$ cat src/rtl/cpu_pkg.sv
// Shared front-end definitions: fetch FSM states, redirect select encoding and
// the NOP word substituted for instructions fetched from outside the ROM.
package cpu_pkg;

  localparam int unsigned NOP_WORD = 0;

  localparam logic REDIR_BRANCH = 1'b0;
  localparam logic REDIR_JUMP   = 1'b1;

  typedef enum logic {
    RUN  = 1'b0,
    HALT = 1'b1
  } fetch_state_e;

endpackage

$ cat src/rtl/fetch_fifo.sv
// Fetch buffer: circular FIFO with wrap-around pointers, flush, occupancy count
// and a head output taken straight from the storage registers.
module fetch_fifo import cpu_pkg::*; #(
  parameter int W     = 65,
  parameter int DEPTH = 2
) (
  input  logic                         clk_i,
  input  logic                         rst_ni,
  input  logic                         push_i,
  input  logic                         pop_i,
  input  logic                         flush_i,
  input  logic [W-1:0]                 wdata_i,
  output logic [W-1:0]                 rdata_o,
  output logic [$clog2(DEPTH+1)-1:0]   count_o,
  output logic                         empty_o,
  output logic                         full_o
);

  localparam int CW = $clog2(DEPTH + 1);
  localparam int PW = (DEPTH > 1) ? $clog2(DEPTH) : 1;

  logic [W-1:0]  mem_q [DEPTH];
  logic [PW-1:0] wr_ptr_q, wr_ptr_d;
  logic [PW-1:0] rd_ptr_q, rd_ptr_d;
  logic [CW-1:0] count_q, count_d;

  function automatic logic [PW-1:0] ptr_inc(input logic [PW-1:0] p);
    if (p == PW'(DEPTH - 1)) begin
      return {PW{1'b0}};
    end else begin
      return p + PW'(1);
    end
  endfunction

  // Pointer and occupancy next-state; flush wins over push and pop.
  always_comb begin
    wr_ptr_d = wr_ptr_q;
    rd_ptr_d = rd_ptr_q;
    count_d  = count_q;
    if (flush_i) begin
      wr_ptr_d = {PW{1'b0}};
      rd_ptr_d = {PW{1'b0}};
      count_d  = {CW{1'b0}};
    end else begin
      if (push_i) wr_ptr_d = ptr_inc(wr_ptr_q);
      else        wr_ptr_d = wr_ptr_q;
      if (pop_i)  rd_ptr_d = ptr_inc(rd_ptr_q);
      else        rd_ptr_d = rd_ptr_q;
      if (push_i && !pop_i)      count_d = count_q + CW'(1);
      else if (pop_i && !push_i) count_d = count_q - CW'(1);
      else                       count_d = count_q;
    end
  end

  // Pointer, count and storage registers; storage is cleared so the head reads zero after reset.
  always_ff @(posedge clk_i or negedge rst_ni) begin
    if (!rst_ni) begin
      wr_ptr_q <= {PW{1'b0}};
      rd_ptr_q <= {PW{1'b0}};
      count_q  <= {CW{1'b0}};
      for (int i = 0; i < DEPTH; i++) begin
        mem_q[i] <= {W{1'b0}};
      end
    end else begin
      wr_ptr_q <= wr_ptr_d;
      rd_ptr_q <= rd_ptr_d;
      count_q  <= count_d;
      if (push_i && !flush_i) begin
        mem_q[wr_ptr_q] <= wdata_i;
      end
    end
  end

  assign rdata_o = mem_q[rd_ptr_q];
  assign count_o = count_q;
  assign empty_o = (count_q == {CW{1'b0}});
  assign full_o  = (count_q == CW'(DEPTH));

endmodule

$ cat src/rtl/instractions.sv
// Instruction ROM with combinational read; word i holds 17*i+90 (mod 2^WIDTH),
// addresses at or beyond DEPTH read as zero.
module instractions import cpu_pkg::*; #(
  parameter int WIDTH = 32,
  parameter int DEPTH = 16
) (
  input  logic [WIDTH-1:0] addr_i,
  output logic [WIDTH-1:0] rdata_o
);

  logic             in_range_s;
  logic [63:0]      word_s;

  assign in_range_s = (64'(addr_i) < 64'(DEPTH));
  assign word_s     = 64'(addr_i) * 64'd17 + 64'd90;
  assign rdata_o    = in_range_s ? word_s[WIDTH-1:0] : {WIDTH{1'b0}};

endmodule

$ cat src/rtl/cpu_fetch_stage.sv
// Instruction-fetch stage: PC and redirect control, ROM read, and a decoupling
// buffer handing {pc+1, instr, fault} to decode over valid/ready.
module cpu_fetch_stage import cpu_pkg::*; #(
  parameter int               WIDTH         = 32,
  parameter int               INSTR_NUMBERS = 16,
  parameter int               FIFO_DEPTH    = 2,
  parameter logic [WIDTH-1:0] RESET_PC      = '0
) (
  input  logic                                clk,
  input  logic                                rst,
  input  logic                                fetch_en,
  input  logic                                redirect_valid,
  input  logic                                redirect_sel,
  input  logic [WIDTH-1:0]                    pc_plus_one_plus_IMM_step_4,
  input  logic [WIDTH-1:0]                    ext_ADDR_step_4,
  input  logic                                out_ready,
  output logic                                out_valid,
  output logic [WIDTH-1:0]                    pc_plus_one_step_1,
  output logic [WIDTH-1:0]                    instr_step_1,
  output logic                                fault_step_1,
  output logic [$clog2(FIFO_DEPTH+1)-1:0]     buf_count,
  output logic                                halted
);

  localparam int EW = 2 * WIDTH + 1;

  fetch_state_e     state_q, state_d;
  logic [WIDTH-1:0] pc_q, pc_d;
  logic [WIDTH-1:0] mem_rdata_s, instr_s;
  logic             fault_s, pop_s, push_s;
  logic             fifo_full_s, fifo_empty_s;
  logic [EW-1:0]    entry_s, head_s;

  instractions #(
    .WIDTH (WIDTH),
    .DEPTH (INSTR_NUMBERS)
  ) u_imem (
    .addr_i  (pc_q),
    .rdata_o (mem_rdata_s)
  );

  assign fault_s = (64'(pc_q) >= 64'(INSTR_NUMBERS));
  assign instr_s = fault_s ? WIDTH'(NOP_WORD) : mem_rdata_s;
  assign entry_s = {pc_q + WIDTH'(1), instr_s, fault_s};

  // A pop in the redirect cycle still completes; only the push is suppressed.
  assign pop_s  = !fifo_empty_s && out_ready;
  assign push_s = (state_q == RUN) && fetch_en && !redirect_valid && (!fifo_full_s || pop_s);

  fetch_fifo #(
    .W     (EW),
    .DEPTH (FIFO_DEPTH)
  ) u_fifo (
    .clk_i   (clk),
    .rst_ni  (rst),
    .push_i  (push_s),
    .pop_i   (pop_s),
    .flush_i (redirect_valid),
    .wdata_i (entry_s),
    .rdata_o (head_s),
    .count_o (buf_count),
    .empty_o (fifo_empty_s),
    .full_o  (fifo_full_s)
  );

  // Next PC and fetch state; redirect overrides everything, including HALT.
  always_comb begin
    state_d = state_q;
    pc_d    = pc_q;
    if (redirect_valid) begin
      state_d = RUN;
      pc_d    = (redirect_sel == REDIR_JUMP) ? ext_ADDR_step_4 : pc_plus_one_plus_IMM_step_4;
    end else begin
      case (state_q)
        RUN: begin
          if (push_s) begin
            pc_d    = pc_q + WIDTH'(1);
            state_d = fault_s ? HALT : RUN;
          end else begin
            pc_d    = pc_q;
            state_d = RUN;
          end
        end
        HALT:    state_d = HALT;
        default: state_d = RUN;
      endcase
    end
  end

  // PC and fetch-state registers.
  always_ff @(posedge clk or negedge rst) begin
    if (!rst) begin
      state_q <= RUN;
      pc_q    <= RESET_PC;
    end else begin
      state_q <= state_d;
      pc_q    <= pc_d;
    end
  end

  assign out_valid          = !fifo_empty_s;
  assign pc_plus_one_step_1 = head_s[EW-1 -: WIDTH];
  assign instr_step_1       = head_s[WIDTH:1];
  assign fault_step_1       = head_s[0];
  assign halted             = (state_q == HALT);

endmodule

$ cat config.mk
export PLATFORM = sky130hd
export DESIGN_NAME = cpu_fetch_stage
export DESIGN_NICKNAME = d
export VERILOG_FILES = /design/src/rtl/cpu_pkg.sv /design/src/rtl/fetch_fifo.sv /design/src/rtl/instractions.sv /design/src/rtl/cpu_fetch_stage.sv
export SDC_FILE = /design/constraint.sdc
export NUM_CORES = 1
export LEC_CHECK = 0
export CAP_MARGIN = 20
export CORE_ASPECT_RATIO = 1.2
export CORE_MARGIN = 5
export CORE_UTILIZATION = 30
export DETAILED_ROUTE_END_ITERATION = 12
export PLACE_DENSITY_LB_ADDON = 0.12
export RECOVER_POWER = 25
export SETUP_SLACK_MARGIN = 0.02
export SYNTH_ARGS = -nofsm -noshare
export SYNTH_HDL_FRONTEND = slang
export SYNTH_SLANG_ARGS = --single-unit
$ cat constraint.sdc
create_clock -name clk -period 3.8 [get_ports clk]
set_input_delay 1.14 -clock clk [delete_from_list [all_inputs] [get_ports clk]]
set_output_delay 1.14 -clock clk [all_outputs]
set_load 0.02 [all_outputs]
Word-level counts from Yosys, hierarchy flattened
Cells that the tools add are included.
Storage, ports and cells
  word-level logic and storage cells: 68
  register bits: 167
  bits of input ports: 70
  output and inout port bits: 69
Cells by class
  $lt $le $gt $ge: 5
  eq/ne operators: 2
  mux-type cells: 25
  reduce and logical (&&, ||, !) cells: 19
  bitwise gates (word level): 3
  $mul: 1
  add/sub/neg operators: 6
Operators with widths (number)
  two-way mux 65 bit: 4
  two-way mux 32 bit: 6
  bitwise mux 130 bit: 1
  demux 65 bit (select 1 bit): 1
  adder 32 x 1 -> 32 bit (second input constant): 1
  adder 32 x 7 -> 32 bit (second input constant): 1
  greater-or-equal comparator 32 x 5 -> 1 bit (second input constant): 1
  < comparator 32 x 5 -> 1 bit (second input constant): 1
  multiplier 32 x 5 -> 32 bit (second input constant): 1
  two-way mux 1 bit: 9
  logical AND 1 bit: 8
  two-way mux 2 bit: 3
  logical NOT 1 bit: 5
  greater-or-equal comparator 2 bit (second input constant): 2
  NOT 1 -> 2 bit: 2
  nonzero test 2 bit: 2
  nonzero test 3 bit: 1
  adder 1 bit (second input constant): 2
  adder 2 x 1 -> 2 bit (second input constant): 1
  == test 2 bit (second input constant): 1
  logical NOT 2 bit: 1
  < comparator 2 x 1 -> 1 bit (second input constant): 1
  != test 2 bit (second input constant): 1
  case mux 1 bit (2 select lines): 1
  other kinds (4): 4

Longest topological paths before layout
Gate-level depths: netlist of run 1.
  depth after elaboration: 10
  mapped depth: 14
  depth with buffers taken out: 13

Cells and area by module
A second synthesis of run 1 with hierarchy kept.
Second synthesis, totals
  cell total of the unflattened synthesis: 1120
  area, all modules: 11667.4 sq um
By module, submodules not included
  fetch_fifo: instances 1, cells each 366, area an instance 5853.1 sq um
  cpu_fetch_stage: instances 1, cells each 423, area an instance 3367.0 sq um
  instractions: instances 1, cells each 331, area an instance 2447.3 sq um

Worst setup path before layout of run 1
No wires, ideal clock.
  path kind: register -> register
  start: reg pc_q[0]
  end: reg u_fifo.mem_q[32] in the netlist's numbering
  path slack: 603 ps
  required time: 3720 ps
  data arrival time: 3117 ps
  stages on the path, launching flop included: 12
  cell sequence: dfrtp_1 -> fa_1 -> ha_1 -> ha_1 -> a211oi_1 -> o21ai_1 -> a21oi_2 -> o31ai_4 -> a31oi_4 -> o31ai_2 -> or4_4 -> o211ai_2
On the way
  word-level cells in the longest chain between the ends: 5
RTL lines
  from (decl): RTL line cpu_fetch_stage.sv:28  | logic [WIDTH-1:0] pc_q, pc_d;
  from (signal assigned): RTL line cpu_fetch_stage.sv:97  | pc_q <= pc_d;
  multiplier 32 x 5 -> 32 bit: RTL line instractions.sv:15  | assign word_s = 64'(addr_i) * 64'd17 + 64'd90;
  adder 32 x 7 -> 32 bit: RTL line instractions.sv:15
  two-way mux 32 bit: RTL line instractions.sv:16  | assign rdata_o = in_range_s ? word_s[WIDTH-1:0] : {WIDTH{1'b0}};
  two-way mux 32 bit (*): RTL line cpu_fetch_stage.sv:43  | assign instr_s = fault_s ? WIDTH'(NOP_WORD) : mem_rdata_s;
  bitwise mux 130 bit (*): RTL line fetch_fifo.sv:69  | mem_q[wr_ptr_q] <= wdata_i;
  to (signal, indexed assignment): RTL line fetch_fifo.sv:62  | mem_q[i] <= {W{1'b0}};
  to (signal, indexed assignment): RTL line fetch_fifo.sv:69
  to (decl): RTL line fetch_fifo.sv:22  | logic [W-1:0] mem_q [DEPTH];
Mark *: on every way between the ends. The rest lies on a longest branch, timed or not.
A chain may end at the register's enable or synchronous reset.

Final worst setup path of run 1
  start: reg pc_q[0]
  end: reg u_fifo.mem_q[29] in the netlist's numbering
Same word-level chain as after synthesis.

==> results.toml, run 1 <==
[global_routing]
grt_pass1_vias = 8374
antenna_found_initial = 0
grtUsageTotal = 0.153
grt_pass1_wl_um = 47900
grt_max_degree = 66
grt_remaining_overflow = 0

[min_path]
hold_path_class = "reg -> reg"

[routing]
wl_um = 29300
vias = 8052
drt_pre_antenna_iters = 4
ant_nets = 0
drt_iter0_drc = 396
drc_errors = 0
route.detailed.wl_per_inst_um = 17.4
viasPerCell = 4.77

[outcome]
status = "completed"

[timing]
setup_viol = 0
hold_viol_final = 0
worst-slew-pin-transition_ns = 1.42
period_share = 0.928
fin_crit_ns = 3.53
drv_slew = 0
fin_tns_setup_ns = 0
fmax_mhz = 283
whs_ns = 0.472
grt_setup_unrepaired = "yes"
relSlewSlack = 0.0541
fin_skew_ns = 0.0114

[final_layout]
drive_above_1_share = 0.147
fin_area_um2 = 13200
area_delta_synth_final_pct = 24.0
n_antenna_cell = 0
post-route-util = 0.376
final_cells = 1688
nNetsFinal = 1369

[critical_path]
crit_buf_inv = 0
crit_path_start_kind = "register"
critPathCaptureType = "register"
path_class = "reg -> reg"
crit_slowest_cell = "fa_1"
cp_slowest_stage_delay_ns = 0.50
cp_max_fo = 8
crit_top_cell = "ha_1"
cp_top_family = "compound AO/OA/AOI/OAI gates"
crit_arrival_ns = 3.90
path_cells = "fa_1 > ha_1 > ha_1 > a31oi_2 > a221oi_2 > o2bb2ai_1 > a21oi_1 > o221ai_1 > a22o_1 > or3_1 > nand3_1"
worstPathRequired_ns = 4.17

[logic_synthesis]
synth-seq-cells = 167
synth_ff_type = "dfrtp_1"
yosysWarnings = 0
synth_edf_count = 0
synth-seq-area-share = 0.394
async_flop_share = 1.00
synth_nets = 1241
ys_types = 72
synth_area_per_cell_um2 = 9.78
netlist_instances = 1085
synth_area_um2 = 10600

[clock_tree]
htree_levels = 4
insertion_delay_ns = 0.44
numCtsBuffers = 17
cts_tree = "done"
clock_sinks = 167
root_buffer = "clkbuf_16"
cts_buffer_depth = 2
hold_buffers = 0
cts.reportedPaths.clkPinSlew_ns = 0.06

[floorplan]
fp-row-count = 75
die_area_um2 = 39200
die_y_um = 216
die_x_um = 182
io_pins = 139
core_um2 = 35000
initial_utilization = 0.303

[power_and_ir_drop]
sequentialPowerShare = 0.340
power_density_nw_per_um2 = 506
swShare = 0.374
p_comb_frac = 0.395
p_leak_nw = 5.78
p_int_mw = 4.17
p_sw_mw = 2.49
clock_power_share = 0.265
vdd_ir_drop_max_mv = 0.313

[placement]
placed_area_um2 = 12600
dp.cells = 1656
place.gp.congestion = 0.787
dp_hpwl_um = 22000
io_buffers = 138

[job]
cap_violations = 0
area by class of cell:
type / instances / area, um2
fill: 3509 / 21900
multi-input combinational: 833 / 6080
inverter: 20 / 75.1
tap: 462 / 578
sequential: 167 / 4180
clock buffer: 19 / 433
timing repair buffer: 174 / 1660
clock inverter: 13 / 146
worst min-delay path: cells and delay by family (launching register included):
kind | cells | cell delay [ns]
compound gates | 1 | 0.05
simple gates | 1 | 0.05
flops | 1 | 0.34
per-stage QoR:
stage                     total power [mW]  setup WS, ns
after floorplan                       4.04         0.603
final                                 6.66         0.272
after global placement                4.95         0.288
after global routing                  7.14       0.00272
after CTS                             6.76         0.207
after detailed placement              4.95         0.227
layout by cell type, fill, tap and decap left out, drive strengths merged, types with 5 or more instances in the layout:
master / n
clkinv: 6
nand3: 18
nand2: 157
xor2: 31
and3: 8
inv: 24
ha: 84
nor3: 12
o21ai: 97
mux2: 73
clkbuf: 21
o31ai: 26
a21oi: 53
nor4: 9
nor2: 74
xnor2: 58
mux2i: 35
a22o: 17
clkdlybuf4s50: 135
a21o: 8
nand2b: 5
nand4: 12
buf: 37
dfrtp: 167
what timing repair did:
| item | in CTS | in global routing |
|---|---|---|
| resized for setup | 0 | 3 |
| endpoints found under the hold margin | 0 | 0 |
| setup endpoints to repair | 0 | 4 |
| setup buffers | 0 | 0 |
kinds of logic (layout without fill, tap and decap cells):
group / Yosys count / count (layout) / synth area share
adders and majority gates: 86 / 86 / 0.103
muxes: 108 / 108 / 0.111
and+or+nand+nor: 312 / 312 / 0.138
DFF: 167 / 167 / 0.394
AOI/OAI and AO/OA: 238 / 238 / 0.147
buffers and inverters: 85 / 226 / 0.0349
xor gates and xnor gates: 89 / 89 / 0.0735
power groups by stage:
stage	clock [mW]	sequential (mW)	combinational (mW)
after global placement	0	2.29	2.66
after CTS	1.82	2.26	2.68
final	1.77	2.26	2.63
after floorplan	0	2.23	1.82
after detailed placement	0	2.30	2.65
after global routing	1.88	2.30	2.95
worst paths after layout:
path	start	endpoint	slack, ns	cells past startpoint
max in group asynchronous	rst	u_fifo.mem_q[87]$_DFFE_PN0P_	0.78	2
min	u_fifo.mem_q[9]$_DFFE_PN0P_	u_fifo.mem_q[9]$_DFFE_PN0P_	0.47	2
max	pc_q[0]$_DFFE_PN0P_	u_fifo.mem_q[29]$_DFFE_PN0P_	0.27	11
min in group asynchronous	rst	u_fifo.mem_q[107]$_DFFE_PN0P_	1.03	1
max reg2reg	pc_q[0]$_DFFE_PN0P_	u_fifo.mem_q[29]$_DFFE_PN0P_	0.27	11
min reg2reg	u_fifo.mem_q[9]$_DFFE_PN0P_	u_fifo.mem_q[9]$_DFFE_PN0P_	0.47	2
layer usage:
metal | track usage | up-vias | wire [um]
li1 | - | 4083 | -
met3 | 0.0259 | 22 | 882
met1 | 0.211 | 3818 | 14100
met2 | 0.252 | 129 | 14100
met5 | 0 | - | 0
met4 | 0.0363 | 0 | 300
sequential cells by signal (all words and copies together) (netlist names):
name             flops
u_fifo.wr_ptr_q      1
u_fifo.rd_ptr_q      1
halted               1
u_fifo.count_o       2
u_fifo.mem_q       130
pc_q                32
cell usage after synthesis, drive strengths merged (26+ instances only):
master,count,area (um2)
dfrtp,167,4180
nand2,157,592
o21ai,97,485
ha,84,1050
nor2,74,290
mux2,73,822
xnor2,58,508
a21oi,53,269
clkbuf,43,161
mux2i,35,350
xor2,31,272
o31ai,26,214
No activity file was read; power rests on OpenSTA's default activity.
==> inputs of run 2 (changes only) <==
--- a/config.mk
+++ b/config.mk
@@ -6,7 +6,6 @@
 export NUM_CORES = 1
 export LEC_CHECK = 0
 export CAP_MARGIN = 20
-export CORE_ASPECT_RATIO = 1.2
 export CORE_MARGIN = 5
 export CORE_UTILIZATION = 30
 export DETAILED_ROUTE_END_ITERATION = 12
==> constraint.sdc (replaced) <==
create_clock -name clk -period 4.42 [get_ports clk]
set_input_delay 1.326 -clock clk [delete_from_list [all_inputs] [get_ports clk]]
set_output_delay 1.326 -clock clk [all_outputs]
set_load 0.02 [all_outputs]
==> results.toml, run 2 (synthesis results as in run 1) <==
[timing]
drv_slew = 59
grt_setup_unrepaired = "no"
fin_crit_ns = 3.82
fin_skew_ns = 0.0138
hold_viol_final = 0
fin_tns_setup_ns = 0
setup_viol = 0
whs_ns = 0.473
period_share = 0.864
relSlewSlack = -0.122
worst-slew-pin-transition_ns = 1.68
fmax_mhz = 262

[critical_path]
worstReg2RegEnd = "u_fifo.mem_q[91]$_DFFE_PN0P_"
ff2ff_setup_slack_ns = 0.79
crit_arrival_ns = 2.49
cp_max_fo = 28
worstReg2RegStart = "pc_q[5]$_DFFE_PN0P_"
r2r_cells = 11
path_class = "reg -> out"
critPathCaptureType = "output port"
worstPathRequired_ns = 3.09
crit_path_start_kind = "register"

[final_layout]
n_antenna_cell = 0
layout.cells.most_common = "dfrtp_1"
largest_reg_flops = 130
largest-register = "u_fifo.mem_q"
nNetsFinal = 1352
fin_area_um2 = 13100
fillers = 3530
drive_above_1_share = 0.134
mostFrequentLayoutCells = "dfrtp_1 (166), nand2_1 (155), clkdlybuf4s50_1 (135)"
multi_input_area_um2 = 6070
area_delta_synth_final_pct = 23.1
regArea_um2 = 4180

[clock_tree]
htree_levels = 4
cts_tree = "done"
cts.reportedPaths.clkPinSlew_ns = 0.08
clock_sinks = 167
cts_setup_buffers = 0
insertion_delay_ns = 0.44
cts_buffer_depth = 2
hold_buffers = 0
ctsResizeCount = 0
numCtsBuffers = 17
root_buffer = "clkbuf_16"

[routing]
route.detailed.wl_per_inst_um = 18.2
drt_pre_antenna_iters = 4
drc_errors = 0
ant_nets = 0
drt_iter0_drc = 400
top_layer = "met4"
wl_um = 30300
met1Wirelength_um = 14700
vias = 8090
route.met2.wl_um = 14400
wl_met3_um = 940
viasPerCell = 4.86

[power_and_ir_drop]
vdd_ir_drop_max_mv = 0.289
p_leak_nw = 5.71
power_density_nw_per_um2 = 447

[floorplan]
die_x_um = 198
core_um2 = 34700
fp-row-count = 68
die_y_um = 198
io_pins = 139
initial_utilization = 0.306
die_area_um2 = 39200

[global_routing]
grt_pass1_wl_um = 48000
antenna_found_initial = 0
grt_max_degree = 66
grt_remaining_overflow = 0
grt_pass1_vias = 8347
grtUsageTotal = 0.156

[outcome]
violations = "max-capacitance violations, max-slew violations"
status = "finished, violations left"

[placement]
dp_hpwl_um = 22400
place.gp.congestion = 0.769
placed_area_um2 = 12400
io_buffers = 138

[job]
cap_violations = 1

[min_path]
hold_path_startpoint = "u_fifo.mem_q[11]$_DFFE_PN0P_"
holdPathStages = 2
min_to = "u_fifo.mem_q[11]$_DFFE_PN0P_"
hold_path_class = "reg -> reg"
run 2: worst max path at each step:
stage / start / to / slack [ns] / cells after the start
floorplan: pc_q[0]$_DFFE_PN0P_ / u_fifo.mem_q[32]$_DFFE_PN0P_ / 1.22 / 11
global placement: out_ready / u_fifo.mem_q[94]$_DFFE_PN0P_ / 0.76 / 7
detailed placement: out_ready / u_fifo.mem_q[94]$_DFFE_PN0P_ / 0.73 / 7
CTS: u_fifo.rd_ptr_q$_DFFE_PN0P_ / instr_step_1[28] / 0.52 / 3
global route: rst / u_fifo.rd_ptr_q$_DFFE_PN0P_ / 0.44 / 2
finish: u_fifo.rd_ptr_q$_DFFE_PN0P_ / instr_step_1[28] / 0.60 / 3
run 2: layout make-up:
| type | count | share of cell area |
|---|---|---|
| multi-input combinational | 833 | 0.465 |
| sequential | 167 | 0.320 |
| timing repair buffer | 157 | 0.117 |
| tap | 455 | 0.0436 |
| clock buffer | 17 | 0.0326 |
| clock inverter | 15 | 0.0158 |
| inverter | 20 | 0.00575 |
run 2: critical path, stage by stage, from the launching register on:
cell             delay [ns]
dfrtp_2                0.80
buf_12                 0.28
mux2_2                 0.38
clkdlybuf4s50_1        0.56
run 2: metrics by stage:
| stage | power, mW | setup slack, ns | cells | util |
|---|---|---|---|---|
| 6_report | 5.84 | 0.602 | 1664 | 0.376 |
| 4_1_cts | 5.93 | 0.520 | 1664 | 0.377 |
| 2_1_floorplan | 3.48 | 1.22 | 1085 | - |
| 3_3_place_gp | 4.27 | 0.763 | 1632 | 0.359 |
| 5_1_grt | 6.23 | 0.441 | 1664 | 0.376 |
| 3_5_place_dp | 4.27 | 0.731 | 1632 | 0.359 |
run 2: per-layer routing:
metal,track usage,up-vias
met4,0.0357,0
met2,0.256,125
li1,-,4043
met5,0,-
met3,0.0262,14
met1,0.216,3908
run 2: report_power, final:
part / leakage (nW) / switching, mW / internal, mW
sequential: 2.13 / 0.212 / 1.77
clock: 0.300 / 0.710 / 0.916
combinational: 3.28 / 1.28 / 0.950
total: 5.71 / 2.21 / 3.63
==> variant 1, RTL diff (flow settings as in run 1) <==
`WIDTH` is set to 32 in 2 places; all go to 16.
--- a/src/rtl/instractions.sv
+++ b/src/rtl/instractions.sv
@@ -3,3 +3,3 @@
 module instractions import cpu_pkg::*; #(
-  parameter int WIDTH = 32,
+  parameter int WIDTH = 16,
   parameter int DEPTH = 16
--- a/src/rtl/cpu_fetch_stage.sv
+++ b/src/rtl/cpu_fetch_stage.sv
@@ -3,3 +3,3 @@
 module cpu_fetch_stage import cpu_pkg::*; #(
-  parameter int               WIDTH         = 32,
+  parameter int               WIDTH         = 16,
   parameter int               INSTR_NUMBERS = 16,
Ports: changed (resized ext_ADDR_step_4, instr_step_1, pc_plus_one_plus_IMM_step_4 and pc_plus_one_step_1); port bits go from 139 to 75. The function was not compared with the original's and may differ.
==> variant 1 against run 1 <==
- setup slack gained 0.32 ns
- wire length shrank 55%
- register-to-register slack gained 0.36 ns
- final area shrank 51%
- synthesized area shrank 51%
- clock skew is essentially flat
- power shrank 50%
- sequential cell count shrank 80
- largest cell class unchanged
==> variant 1: results (changes against run 1) <==
route:
  route.vias.total: 3881  # -52%
  drt_first_iter_violations: 184  # -54%
  wire_per_inst_um: 16.10  # -7.3%
timing:
  finClkSkew_ns: 0.01119  # -0.0002395 ns
  tightest_slew_ns: 1.466  # +0.04667 ns
setup_path:
  crit_family: "buffers and inverters"
  crit_slowest_cell: "clkdlybuf4s50_1"
  max_stage_delay_ns: 0.55  # +0.05 ns
  arrival_ns: 2.07  # -1.83 ns
  cp_max_fo: 35  # +27
synth:
  yosys-top-cells-count: "92 x nand2_1, 87 x dfrtp_1, 47 x o21ai_0"
  ys_types: 54  # -25%
  syn_nets: 606  # -51%
  ys_seq_area_share_pct: 42.12  # +2.7 points
  ys_top_cells_by_area: "dfrtp_1 42%, ha_1 8.7%, mux2_2 7.0%"
cells_and_area:
  fill_cells: 1753  # -50%
  nets: 672  # -51%
  drive_above_1_share_pct: 13.31  # -1.4 points
  area_delta_synth_final_pct: 24.79
  regMostFlops: "u_fifo.mem_q"
  antenna_cells: 0  # unchanged
  largest_reg_flops: 66  # -49%
grt:
  antenna_found_initial: 0  # unchanged
  grt_overflow: 0  # unchanged
  grt_pass1_wl_um: 21770  # -55%
  grt_max_degree: 59  # -11%
  grt_pass1_vias: 4055  # -52%
  track_usage_pct: 13.68  # -1.7 points
power_and_ir_drop:
  p_leak_nw: 2.847  # -51%
  ir_worst_vdd_uv: 195.4  # -38%
clock_network:
  post_cts_buffers: 0  # unchanged
  ctsRootBufferMaster: "clkbuf_16"
  numCtsBuffers: 9  # -8
  htreeDepth: 3  # -1
  clock_latency_ns: 0.34  # -0.10 ns
placed_design:
  dp.final_hpwl_um: 9682  # -56%
  pre_cts_ws_ns: 0.3795  # +0.1528 ns
  io_buffers: 74  # -46%
  gp_congestion: 0.7393  # -6.1%
worst_hold_path:
  hold_class: "flop to flop"
run_status:
  status: "complete, no violations"
-- variant 1: cell types whose count changed after synthesis, moves of 25 or more --
cell      delta
clkbuf_1    -25
nand2_1     -64
mux2_2      -41
a21oi_1     -33
ha_1        -48
xnor2_1     -32
nor2_1      -36
o21ai_0     -46
dfrtp_1     -80
-- variant 1: cell type report --
cell class / instances / share of cell area (%)
Tap cell: 216 / 4.190
Clock inverter: 6 / 1.164
Inverter: 9 / 0.5238
Multi-Input combinational cell: 401 / 43.59
Clock buffer: 10 / 3.550
Sequential cell: 87 / 33.75
Timing Repair Buffer: 88 / 13.23
-- variant 1: per-layer routing --
layer | global-route usage (%) | routed length (um) | vias up
li1 | - | - | 1954
met4 | 2.970 | 131 | 0
met1 | 18.77 | 6306 | 1854
met3 | 2.741 | 477 | 9
met2 | 22.29 | 6241 | 64
met5 | 0 | 0 | -
-- variant 1: through the flow --
step           util, %  cell area, um2  hold WS (ns)  instances
2_1_floorplan        -            5169        0.4331        530
3_3_place_gp     36.35            6148        0.4456        801
3_5_place_dp     36.35            6148        0.4628        801
4_1_cts          38.14            6452        0.4790        817
5_1_grt          38.13            6450        0.5003        817
6_report         38.13            6450        0.4700        817
-- variant 1: path summary, 6_finish.rpt --
kind                                 start                end  slack [ns]  cells after the start
setup / recovery           u_fifo.rd_ptr_q    instr_step_1[9]        0.59                      3
hold / removal             u_fifo.mem_q[7]    u_fifo.mem_q[7]        0.47                      2
setup reg to reg                   pc_q[2]   u_fifo.mem_q[49]        0.63                     11
hold reg to reg            u_fifo.mem_q[7]    u_fifo.mem_q[7]        0.47                      2
max in group asynchronous              rst   u_fifo.mem_q[54]        1.77                      1
min in group asynchronous              rst  u_fifo.count_o[0]        1.15                      1
-- variant 1: power by group --
group | internal (W) | switching, W
Clock | 0.000521 | 0.000395
Sequential | 0.00108 | 0.000115
Combinational | 0.000541 | 0.000650
Total | 0.00214 | 0.00116
-- variant 1: worst min-delay path: cells and delay by family, from the launching register on --
kind	cells	cell delay, ns
flops	1	0.34
simple gates	2	0.10
-- variant 1: logic make-up after synthesis --
family                   after synthesis  synth area share (%)
adder cells (fa/ha/maj)               38                 9.489
AO/OA/AOI/OAI                        103                 12.20
flip-flops                            87                 42.12
buffers and inverters                 42                 3.510
XOR/XNOR                              43                 7.286
multiplexers                          54                 11.45
AND/OR/NAND/NOR                      163                 13.94
==> variant 2, RTL diff (config.mk and constraints of run 1) <==
Made on the original files. Make the reset (`rst` and `rst_ni`) synchronous in 2 clocked blocks.
--- a/src/rtl/fetch_fifo.sv
+++ b/src/rtl/fetch_fifo.sv
@@ -55,3 +55,3 @@
   // Pointer, count and storage registers; storage is cleared so the head reads zero after reset.
-  always_ff @(posedge clk_i or negedge rst_ni) begin
+  always_ff @(posedge clk_i) begin
     if (!rst_ni) begin
--- a/src/rtl/cpu_fetch_stage.sv
+++ b/src/rtl/cpu_fetch_stage.sv
@@ -90,3 +90,3 @@
   // PC and fetch-state registers.
-  always_ff @(posedge clk or negedge rst) begin
+  always_ff @(posedge clk) begin
     if (!rst) begin
Formal check against the unedited RTL: differs if rst is asserted again (counterexample within 4 cycles, from zero or initial values and one cycle with rst low); with rst held inactive, the same outputs for 4 cycles.
==> variant 2 against run 1 <==
- via count down 0.68%
- wire length up 0.86%
- die area down 1.0%
- synthesized area down 1.1%
- count of clock-buffer cells in the layout up 1
- synthesized cell count down 6.7%
- setup slack worse by 0.016 ns
- final area up 0.16%
- sequential cell count up 1
- critical path type unchanged
Power is not compared: it rests on default switching activity, and its combinational part moved more than twofold at a synthesized area within 25%.
==> variant 2: results (changes against run 1) <==
run_status:
  status: "complete, no violations"
synth:
  synth_compound_area_share_pct: 9.697  # -5.0 points
  yosys_warnings: 0  # unchanged
  synthAdderAreaFrac_pct: 10.64  # +0.35 points
  ys_top_cells_by_area: "edfxtp_1 37%, ha_1 10%, mux2_2 8.6%"
  ys_seq_area_share_pct: 44.47  # +5.1 points
  ys_types: 59  # -18%
  syn_nets: 1170  # -5.7%
  async_flop_share_pct: 0  # -100 points
  yosys-top-cells-count: "144 x nor2_1, 130 x edfxtp_1, 86 x ha_1"
  synthXorXnorAreaFrac_pct: 6.512  # -0.84 points
  synth_edf_count: 130  # +130
  synthMuxAreaShare_pct: 10.31  # -0.75 points
  syn_inst: 1012  # -6.7%
setup_path:
  reg2reg_slack_ns: 0.26  # -0.02 ns
  worstReg2RegStart: "pc_q[3]"
  max_stage_delay_ns: 0.52  # +0.02 ns
  arrival_ns: 3.73  # -0.17 ns
  r2r-end: "u_fifo.mem_q[1][32]"
  crit_type: "flop to flop"
  cp_max_fo: 6  # -2
placed_design:
  gp_congestion: 0.8403  # +6.7%
  pre_cts_ws_ns: 0.1115  # -0.1152 ns
  placed_cell_area_um2: 12600  # +0.13%
  dp.final_hpwl_um: 21980  # +0.12%
timing:
  finClkSkew_ns: 0.01232  # +0.0008927 ns
  whs_ns: 0.4998  # +0.02738 ns
  tightest_slew_ns: 1.028  # -0.3909 ns
  clock.fmax_ghz: 0.2822  # -0.45%
grt:
  use_met3_pct: 3.010  # +0.42 points
  met1_usage_pct: 19.24  # -1.9 points
  use_met2_pct: 26.91  # +1.7 points
  track_usage_pct: 15.32  # -0.021 points
  grt_pass1_wl_um: 46980  # -2.0%
  grt_pass1_vias: 8202  # -2.1%
route:
  dr.pass1.iters: 5  # +1
  met2_length_um: 15040  # +6.8%
  wl_met3_um: 1089  # +23%
  via_per_inst: 4.918  # +3.1%
  drt_first_iter_violations: 323  # -18%
  drt-total-wl_um: 29570  # +0.86%
cells_and_area:
  stdcell_count: 1626  # -3.7%
  drive_above_1_share_pct: 15.03  # +0.35 points
  nets: 1309  # -4.4%
worst_hold_path:
  hold_path.startpoint: "u_fifo.rd_ptr_q"
  worstHoldPathCells: 2  # unchanged
clock_network:
  htreeDepth: 4  # unchanged
## variant 2: cell types whose count changed after synthesis, moves of 13 or more
cell	change
mux2i_1	-17
o21ai_0	-61
o211a_1	+13
dfrtp_1	-167
edfxtp_1	+130
nor3_1	+34
o31ai_1	-21
nand2_1	-88
nor2_1	+73
dfxtp_1	+38
a22o_1	-17
## variant 2: cell type report
cell class | count | area (um2)
clock buffers | 20 | 446.7
well taps | 462 | 578.1
inverters | 23 | 86.33
multi-input cells | 759 | 5552
fillers | 3517 | 21550
clock inverters | 12 | 117.6
repair buffers | 182 | 1725
flip-flops and latches | 168 | 4666
## variant 2: timing repair
item	in CTS	in global routing
buffers inserted	0	1
setup endpoints to repair	0	16
hold buffers	0	0
resized for setup	0	5
